`src/rtl/game_pkg.sv`:
```
// Shared types for the match sequencer: phase and winner encodings plus counter width.
package game_pkg;
    localparam int SEQ_CNT_W = 4;

    typedef enum logic [2:0] {
        ST_MENU      = 3'd0,
        ST_COUNTDOWN = 3'd1,
        ST_PLAY      = 3'd2,
        ST_PAUSE     = 3'd3,
        ST_RESULT    = 3'd4
    } game_state_t;

    typedef enum logic [1:0] {
        WIN_NONE    = 2'd0,
        WIN_PLAYERS = 2'd1,
        WIN_BOSS    = 2'd2
    } winner_t;
endpackage

```
`src/rtl/tick_prescaler.sv`:
```
// One-second tick generator; restarts its count whenever the sequencer changes phase.
module tick_prescaler #(
    parameter int TICK_DIV = 65_000_000
) (
    input  logic clk,
    input  logic rst,
    input  logic clr,
    output logic tick
);
    localparam int CNT_W = (TICK_DIV > 2) ? $clog2(TICK_DIV) : 1;

    logic [CNT_W-1:0] cnt_q, cnt_d;

    assign tick = (cnt_q == CNT_W'(TICK_DIV - 1));

    always_comb begin
        cnt_d = cnt_q + CNT_W'(1);
        if (clr || tick) cnt_d = '0;
    end

    always_ff @(posedge clk or posedge rst) begin
        if (rst) cnt_q <= '0;
        else     cnt_q <= cnt_d;
    end
endmodule

```
`src/rtl/match_sequencer.sv`:
```
// Round controller: menu -> countdown -> play <-> pause -> result, with world gating,
// entity re-init pulse and winner reporting.
module match_sequencer
    import game_pkg::*;
#(
    parameter int TICK_DIV      = 65_000_000,
    parameter int COUNTDOWN_S   = 3,
    parameter int RESULT_HOLD_S = 5
) (
    input  logic                 clk,
    input  logic                 rst,
    input  logic                 p1_start,
    input  logic                 p2_start,
    input  logic                 p1_pause,
    input  logic                 p2_pause,
    input  logic [3:0]           p1_hp,
    input  logic [3:0]           p2_hp,
    input  logic [6:0]           boss_hp,
    output logic [2:0]           game_state,
    output logic [SEQ_CNT_W-1:0] countdown_val,
    output logic                 world_en,
    output logic                 entities_rst,
    output logic [1:0]           winner,
    output logic                 restart_ready
);
    game_state_t          state_q, state_d;
    winner_t              winner_q, winner_d;
    logic [SEQ_CNT_W-1:0] cd_q, cd_d;
    logic [SEQ_CNT_W-1:0] hold_q, hold_d;
    logic                 erst_q, erst_d;
    logic                 p1_pause_q, p2_pause_q;
    logic                 pause_edge, state_chg, tick;

    assign pause_edge = (p1_pause && !p1_pause_q) || (p2_pause && !p2_pause_q);

    tick_prescaler #(.TICK_DIV(TICK_DIV)) u_prescaler (
        .clk  (clk),
        .rst  (rst),
        .clr  (state_chg),
        .tick (tick)
    );

    always_comb begin
        state_d  = state_q;
        winner_d = winner_q;
        cd_d     = cd_q;
        hold_d   = hold_q;
        case (state_q)
            ST_MENU:
                if (p1_start && p2_start) state_d = ST_COUNTDOWN;
            ST_COUNTDOWN:
                if (tick) begin
                    cd_d = cd_q - SEQ_CNT_W'(1);
                    if (cd_q == SEQ_CNT_W'(1)) state_d = ST_PLAY;
                end
            ST_PLAY:
                // Boss death outranks a double KO, and any end condition outranks pause.
                if (boss_hp == 7'd0) begin
                    state_d  = ST_RESULT;
                    winner_d = WIN_PLAYERS;
                end else if (p1_hp == 4'd0 && p2_hp == 4'd0) begin
                    state_d  = ST_RESULT;
                    winner_d = WIN_BOSS;
                end else if (pause_edge) begin
                    state_d = ST_PAUSE;
                end
            ST_PAUSE:
                if (pause_edge) state_d = ST_PLAY;
            ST_RESULT: begin
                if (tick && hold_q != '0) hold_d = hold_q - SEQ_CNT_W'(1);
                if (restart_ready && (p1_start || p2_start)) state_d = ST_COUNTDOWN;
            end
            default: state_d = ST_MENU;
        endcase

        state_chg = (state_d != state_q);
        erst_d    = state_chg && (state_d == ST_COUNTDOWN);
        if (erst_d) begin
            cd_d     = SEQ_CNT_W'(COUNTDOWN_S);
            winner_d = WIN_NONE;
        end
        if (state_chg && state_d == ST_RESULT) hold_d = SEQ_CNT_W'(RESULT_HOLD_S);
    end

    always_ff @(posedge clk or posedge rst) begin
        if (rst) begin
            state_q    <= ST_MENU;
            winner_q   <= WIN_NONE;
            cd_q       <= '0;
            hold_q     <= '0;
            erst_q     <= 1'b0;
            p1_pause_q <= 1'b0;
            p2_pause_q <= 1'b0;
        end else begin
            state_q    <= state_d;
            winner_q   <= winner_d;
            cd_q       <= cd_d;
            hold_q     <= hold_d;
            erst_q     <= erst_d;
            p1_pause_q <= p1_pause;
            p2_pause_q <= p2_pause;
        end
    end

    assign game_state    = state_q;
    assign countdown_val = cd_q;
    assign world_en      = (state_q == ST_PLAY);
    assign entities_rst  = erst_q;
    assign winner        = winner_q;
    assign restart_ready = (state_q == ST_RESULT) && (hold_q == '0);
endmodule
```
`config.mk`:
```
export PLATFORM = sky130hd
export DESIGN_NAME = match_sequencer
export DESIGN_NICKNAME = d
export VERILOG_FILES = /design/src/rtl/game_pkg.sv /design/src/rtl/tick_prescaler.sv /design/src/rtl/match_sequencer.sv
export SDC_FILE = /design/constraint.sdc
export NUM_CORES = 1
export LEC_CHECK = 0
export BUFFER_PORTS_ARGS = -buffer_cell sky130_fd_sc_hd__buf_2
export CORE_MARGIN = 5
export CORE_UTILIZATION = 30
export CTS_BUF_LIST = sky130_fd_sc_hd__clkbuf_4
export CTS_CLUSTER_DIAMETER = 50
export DETAILED_ROUTE_END_ITERATION = 10
export PLACE_DENSITY = 0.57
export SYNTH_ARGS = -nofsm -noshare
export SYNTH_HDL_FRONTEND = slang
export SYNTH_SLANG_ARGS = --single-unit
export TNS_END_PERCENT = 1
```
`constraint.sdc`:
```
create_clock -name clk -period 2.5 [get_ports clk]
set_clock_uncertainty 0.05 [all_clocks]
set_input_delay 0.5 -clock clk [delete_from_list [all_inputs] [get_ports clk]]
set_output_delay 0.5 -clock clk [all_outputs]
set_load 0.02 [all_outputs]
```
* Yosys cells after proc, flatten, opt, wreduce, memory -nomap -nowiden
Index checks and enable logic that the tools add are counted.
Storage, ports and cells: bits in registers 42, logic and storage cells 69, input bits 21, output and inout bits 12
Operators by class: multiplexer cells 20, equality and inequality tests 9, reduce and logical (&&, ||, !) cells 29, add/sub/neg operators 3
Operator list (count):
- $add 26x1->26 const B | 1
- $eq 26x26->1 const B | 1
- $mux 26 | 1
- $mux 3 | 8
- $mux 4 | 6
- $pmux 3 s5 | 1
- $logic_not 4->1 | 3
- $reduce_bool 2->1 | 5
- $logic_and 1x1->1 | 9
- $mux 2 | 4
- $sub 4x1->4 const B | 2
- $logic_not 7->1 | 1
- $eq 3x1->1 const B | 2
- $eq 3x2->1 const B | 2
- $eq 3x3->1 const B | 2
- $reduce_and 2->1 | 3
- $eq 4x1->1 const B | 1
- $reduce_bool 4->1 | 1
- $logic_not 3->1 | 1
- $logic_or 1x1->1 | 3
- $ne 3x3->1 | 1
- $reduce_bool 3->1 | 1
- $logic_not 1->1 | 2

* Longest topological paths before layout
Gate-level depths: netlist of run 1.
word-level depth 11, gate-level depth with buffers 8, depth with buffers taken out 7

* Cells and area by module
From an unflattened synthesis of run 1, not the netlist that was laid out.
Second synthesis, totals: cells, all modules 248, area total of the unflattened synthesis 2304.7 um^2
By module, submodules not included:
- tick_prescaler | area an instance 1370.1 um^2, times used 1, sequential area each 650.6 um^2, cells each 145
- match_sequencer | area an instance 934.6 um^2, times used 1, sequential area each 400.4 um^2, cells each 103

* Least setup slack after synthesis of run 1
OpenSTA, ideal clock, no wires.
path kind input -> register, start point input boss_hp[2], end point register u_prescaler.cnt_q[16], buffers on the path 1, setup slack 343 ps, cell stages on the path 6, library setup time 125 ps, data required time 2325 ps, arrival 1982 ps, cell sequence or4_1 -> nor4_4 -> nor4_1 -> o21ai_2 -> buf_4 -> nor3_1
On the way: cells in the longest elaborated chain, start to end 6
RTL lines:
- start: declaration | RTL line match_sequencer.sv:18 | input logic [6:0] boss_hp,
- $logic_not 7->1 | RTL line match_sequencer.sv:58 | if (boss_hp == 7'd0) begin
- $mux 3 | RTL line match_sequencer.sv:58
- $pmux 3 s5 | RTL line match_sequencer.sv:48 | case (state_q)
- $ne 3x3->1 | RTL line match_sequencer.sv:76 | state_chg = (state_d != state_q);
- $logic_or 1x1->1 | RTL line tick_prescaler.sv:18 | if (clr || tick) cnt_d = '0;
- $mux 26 | RTL line tick_prescaler.sv:18
- named net u_prescaler.cnt_d[16] | RTL line tick_prescaler.sv:12 | logic [CNT_W-1:0] cnt_q, cnt_d;
- end signal: assignment | RTL line tick_prescaler.sv:23 | else cnt_q <= cnt_d;
- end: declaration | RTL line tick_prescaler.sv:12
The timed path passes the listed nets, and every way through them passes these cells. A chain may end at the register's enable or synchronous reset.

* Final worst setup path of run 1
start point register hold_q[0], end point output restart_ready
On the way: cells in the longest elaborated chain, start to end 2
RTL lines:
- start: declaration | RTL line match_sequencer.sv:29 | logic [SEQ_CNT_W-1:0] hold_q, hold_d;
- start signal: assignment | RTL line match_sequencer.sv:98 | hold_q <= hold_d;
- $logic_not 4->1 | RTL line match_sequencer.sv:110 | assign restart_ready = (state_q == ST_RESULT) && (hold_q == '0);
- $logic_and 1x1->1 | RTL line match_sequencer.sv:110
- end: declaration | RTL line match_sequencer.sv:24 | output logic restart_ready
No other way between the ends.

==> results_dict.tcl, run 1 <==
set metrics [dict create \
    status "finished clean" \
    end_kind "primary output" \
    postCtsSetupRepairBufs 0 \
    cp-startpoint "hold_q[0]" \
    dieArea_um2 9560 \
    grt_pass1_wl_um 9280 \
    clock_sinks 42 \
    synth-edff-count 0 \
    r2r-start "u_prescaler.cnt_q[6]" \
    dp.cells 382 \
    crit_arrival_ns 1.72 \
    yosys.cell_types.count 47 \
    drive_above_1_share 0.222 \
    final_area_um2 2780 \
    cts_buffers 5 \
    grt_overflow 0 \
    power.leakage_nw 1.19 \
    cp_top_family "flip-flops" \
    gp_congestion 0.756 \
    dp_hpwl_um 3840 \
    finalHoldViolCount 0 \
    async_flop_share 1.00 \
    cts_tree "yes" \
    synth_fp_nets 265 \
    crit_path_start_kind "flip-flop" \
    synth_top_cell_area_share 0.455 \
    initial_utilization 0.304 \
    fmax_mhz 441 \
    layout.cells.non_filler 390 \
    final_nets 313 \
    relSlewSlack 0.526 \
    vias 1956 \
    antenna_cells 0 \
    cts_buffer_depth 2 \
    first_iter_violations 97 \
    grt_max_degree 43 \
    rr_endpoint "countdown_val[3]" \
    pre_cts_slack_ns -0.109 \
    rsz0062_at_grt "false" \
    drt-pass1-iter-count 4 \
    place_area_um2 2690 \
    max_stage_delay_ns 0.43 \
    syn_area_um2 2310 \
    finalSetupViolCount 0 \
    insertion_delay_ns 0.36 \
    syn_inst 239 \
    yosys_warnings 0 \
    drv_slew 0 \
    syn_to_final_growth_pct 20.3 \
    cp_num_cells 6 \
    finalCriticalPeriod_ns 2.27 \
    wl_per_cell_um 13.4 \
    die-width_um 97.8 \
    path_class "reg -> out" \
    tightest_slew_ns 0.709 \
    synth_top_cell_by_area "dfrtp_1" \
    peakVddDrop_v 0.000290 \
    setup_slack_ns 0.231 \
    setup_tns_ns 0 \
    grt_pass1_vias 2004 \
    ctsHoldBuffers 0 \
    p_per_area_nw_per_um2 612 \
    remaining_drc_errors 0 \
    vias_per_cell 5.02 \
    synthTopCellsByArea "dfrtp_1, nor3_1, xnor2_1, xor2_1, nor4_1" \
    min_path_type "in -> async" \
    regToRegSetupSlack_ns 0.29 \
    reg2reg_depth 5 \
    cp.required_ns 1.95 \
    routed_wl_um 5230 \
    critPathBufInv 3 \
    cp_max_fo 3 \
    grtUsageTotal 0.116 \
    die_h_um 97.8 \
    antenna_found_initial 0 \
    num_io_pins 33 \
    period_share 0.908 \
    ys_seq_elements 42 \
    rows 32 \
    drv_cap 0 \
    io_buffers 32 \
    cts_root_buf "clkbuf_4" \
    ys_seq_area_frac 0.455 \
    postRouteAntennaNets 0 \
    htreeDepth 2 \
    clkTransAtPathRegs_ns 0.14 \
    worstPathCellList "inv_1 > ha_1 > nor3b_1 > buf_4 > and3_1 > buf_2" \
    core_um2 7610 \
    cpMaxStageDelayCell "dfrtp_1" \
    synth-main-ff-cell "dfrtp_1" \
    synth.avg_cell_area_um2 9.67 \
    holdWs_ns 0.197 \
]
## cells in the mapped netlist, drive strengths merged (3+ instances only)
library cell and count:
a211oi 3, nand2b 4, xnor2 16, or4 5
or3 3, nor3 28, inv 12, xor2 10
nand2 12, nor2 17, and3 5, nor4b 3
nor3b 3, buf 4, nand4 5, ha 5
dfrtp 42, o21ai 6, a21oi 5, and4 5
nand3 12, nor4 13
## metrics by stage
step,power (W),utilization
detailed placement,0.00126,0.354
global route,0.00182,0.366
CTS,0.00173,0.366
floorplan,0.00108,-
global placement,0.00125,0.354
finish,0.00170,0.366
## placed cells by master (no fill, tap or decap), types with 2 or more instances in the layout
cell type / Yosys / routed
dfrtp_1: 42 / 42
o21ai_0: 4 / 4
buf_2: 2 / 32
nor4b_1: 2 / 2
nor4_1: 11 / 11
or4_1: 5 / 5
nor3_1: 28 / 28
ha_1: 5 / 5
a211oi_1: 3 / 3
and4_1: 5 / 5
and2_1: 2 / 2
nand2b_1: 4 / 4
nand3b_1: 2 / 2
o21a_1: 2 / 2
and3_1: 5 / 5
xor2_1: 10 / 10
a21oi_1: 4 / 4
nand2_1: 11 / 11
clkbuf_4: 0 / 6
nand3_1: 12 / 12
buf_4: 2 / 14
nand4_1: 5 / 5
inv_1: 12 / 12
or3_1: 3 / 3
xnor2_1: 16 / 16
nor2_1: 17 / 17
nor3b_1: 3 / 3
## worst max-delay path by stage
stage                                  endpoint  slack [ns]
after global placement     u_prescaler.cnt_q[4]       -0.06
after CTS                         restart_ready        0.18
after floorplan           u_prescaler.cnt_q[16]        0.34
after detailed placement   u_prescaler.cnt_q[4]       -0.11
final                             restart_ready        0.23
after global routing           countdown_val[3]        0.04
## per-layer routing
metal,track usage,share of wire
met4,0.0319,0.012
met1,0.151,0.46
met2,0.191,0.47
met5,0,0
met3,0.0307,0.051
## state kept, by name (all words and copies together), names as in the netlist
name               flops
countdown_val          4
entities_rst           1
game_state             3
hold_q                 4
p1_pause_q             1
p2_pause_q             1
u_prescaler.cnt_q     26
winner                 2
## worst reg2reg max path, stage by stage, from the launching register on
cell and delay (ns):
dfrtp_1 0.48, nor4b_2 0.29, nand4_1 0.27, or4_1 0.59
or3_1 0.33, a21oi_1 0.15
## report_power, final
group          switching, W  internal, W
logic              0.000273     0.000177
registers         0.0000576     0.000742
clock network      0.000230     0.000222
## area by class of cell
| type | instances | area, um^2 |
|---|---|---|
| tap | 102 | 128 |
| sequential | 42 | 1050 |
| clock buffer | 6 | 45.0 |
| multi-input combinational | 179 | 1190 |
| fill | 801 | 4820 |
| timing repair buffer | 47 | 285 |
| clock inverter | 2 | 37.5 |
| inverter | 12 | 45.0 |
## timing repair
item,4_1_cts,5_1_grt
resized for setup,1,0
setup endpoints to repair,25,0
endpoints found under the hold margin,0,0
## kinds of logic (layout without fill, tap and decap cells)
kind of cell	after synthesis	in the layout	synth area share
buffers and inverters	18	67	0.0335
flip-flops	42	42	0.455
AO/OA/AOI/OAI	24	24	0.0725
AND/OR/NAND/NOR	124	124	0.314
XOR/XNOR	26	26	0.0985
adder cells (fa/ha/maj)	5	5	0.0271
Power figures use the tool's default switching activity.
==> inputs of run 2 (changes only) <==
--- a/config.mk
+++ b/config.mk
@@ -8,7 +8,6 @@
 export BUFFER_PORTS_ARGS = -buffer_cell sky130_fd_sc_hd__buf_2
 export CORE_MARGIN = 5
 export CORE_UTILIZATION = 30
-export CTS_BUF_LIST = sky130_fd_sc_hd__clkbuf_4
 export CTS_CLUSTER_DIAMETER = 50
 export DETAILED_ROUTE_END_ITERATION = 10
 export PLACE_DENSITY = 0.57
==> results_dict.tcl, run 2 (synthesized netlist as in run 1, its figures left out) <==
set metrics [dict create \
    status "finished clean" \
    grt_pass1_wl_um 9290 \
    clock_sinks 42 \
    core_um2 7610 \
    end_kind "flip-flop" \
    die-width_um 97.8 \
    grt_pass1_vias 2007 \
    postCtsSetupRepairBufs 0 \
    final_cell_mix "dfrtp_1, buf_2, nor3_1, nor2_1, xnor2_1" \
    rows 32 \
    routed_wl_um 5250 \
    top_register "u_prescaler.cnt_q" \
    initial_utilization 0.304 \
    relSlewSlack 0.531 \
    num_io_pins 33 \
    wl_met2_um 2450 \
    wl_met3_um 258 \
    critPathBufInv 0 \
    place_area_um2 2690 \
    dieArea_um2 9560 \
    clkTransAtPathRegs_ns 0.08 \
    syn_to_final_growth_pct 21.5 \
    fin_util 0.369 \
    final_nets 313 \
    crit_arrival_ns 2.38 \
    layout_commonest_cell "dfrtp_1" \
    drt-pass1-iter-count 4 \
    cp_max_fo 7 \
    cts_buffer_depth 2 \
    wl_per_cell_um 13.5 \
    remaining_drc_errors 0 \
    p_total_w 0.00179 \
    crit_path_start_kind "flip-flop" \
    cts_root_buf "clkbuf_8" \
    insertion_delay_ns 0.30 \
    rsz0062_at_grt "false" \
    setup_tns_ns 0 \
    io_buffers 32 \
    cts_buffers 5 \
    antenna_cells 0 \
    finalCriticalPeriod_ns 2.21 \
    path_class "reg -> reg" \
    p_per_area_nw_per_um2 637 \
    power.leakage_nw 1.20 \
    final_area_um2 2810 \
    setup_slack_ns 0.294 \
    die_h_um 97.8 \
    drv_cap 0 \
    vias_per_cell 4.95 \
    tightest_slew_ns 0.702 \
    vias 1931 \
    min_path_type "in -> async" \
    gp_congestion 0.756 \
    top_layer "met4" \
    fmax_mhz 453 \
    worstPathCellList "nor4b_2 > nand4_1 > or4_1 > or3_1 > a21oi_1" \
    grt_overflow 0 \
    met1Wirelength_um 2480 \
    dp_hpwl_um 3840 \
    drive_above_1_share 0.219 \
    grtUsageTotal 0.116 \
    finalHoldViolCount 0 \
    largest_reg_flops 26 \
    grt_max_degree 43 \
    pre_cts_slack_ns -0.109 \
    htreeDepth 2 \
    peakVddDrop_v 0.000318 \
    period_share 0.882 \
    cpMaxStageDelayCell "or4_1" \
    finalSetupViolCount 0 \
    cp_top_family "simple AND/OR/NAND/NOR gates" \
    max_stage_delay_ns 0.59 \
    antenna_found_initial 0 \
    first_iter_violations 124 \
    drv_slew 0 \
    cts_tree "yes" \
    cp.required_ns 2.68 \
    postRouteAntennaNets 0 \
]
==> run 2: cell counts in the layout (fill, tap and decap cells not counted) <==
Identical to the previous run, type by type.
==> run 2: through the flow <==
stage	std cells	hold WS, ns
floorplan	239	0.426
global placement	382	0.469
detailed placement	382	0.485
CTS	390	0.258
global route	390	0.260
finish	390	0.263
==> run 2: metal layers <==
layer  vias to the layer above  track usage
met5                         -            0
met3                         5       0.0329
met4                         0       0.0319
li1                        965            -
met1                       917        0.150
met2                        44        0.191
==> run 2: area by class of cell <==
| cell class | instances | area, um^2 |
|---|---|---|
| clock buffer | 6 | 72.6 |
| fill | 796 | 4800 |
| tap | 102 | 128 |
| timing repair buffer | 47 | 285 |
| multi-input combinational | 179 | 1190 |
| clock inverter | 2 | 37.5 |
| inverter | 12 | 45.0 |
| sequential | 42 | 1050 |
==> run 2: worst paths after layout <==
| path | from | endpoint | slack [ns] | cells after the start |
|---|---|---|---|---|
| max | u_prescaler.cnt_q[6] | countdown_val[3] | 0.29 | 5 |
| min | rst | hold_q[1] | 0.26 | 3 |
| max reg2reg | u_prescaler.cnt_q[6] | countdown_val[3] | 0.29 | 5 |
| min reg2reg | u_prescaler.cnt_q[0] | u_prescaler.cnt_q[0] | 0.49 | 1 |
| max in group asynchronous | rst | u_prescaler.cnt_q[6] | 1.74 | 3 |
| min in group clk | p2_pause | p2_pause_q | 0.27 | 1 |
==> run 2: what timing repair did <==
| action | 4_1_cts | 5_1_grt |
|---|---|---|
| hold endpoints to repair | 0 | 0 |
| endpoints found under the setup margin | 24 | 0 |
| resized for setup | 1 | 0 |
| hold buffers | 0 | 0 |
==> run 2: tightest hold or removal path, cell delays in order <==
cell and delay, ns:
buf_2 0.10, inv_1 0.04, buf_4 0.44
==> run 2: power by group <==
part / internal [W] / switching (W) / total (W)
Combinational: 0.000177 / 0.000273 / 0.000450
Clock: 0.000298 / 0.000241 / 0.000539
Sequential: 0.000742 / 0.0000576 / 0.000800
Total: 0.00122 / 0.000572 / 0.00179
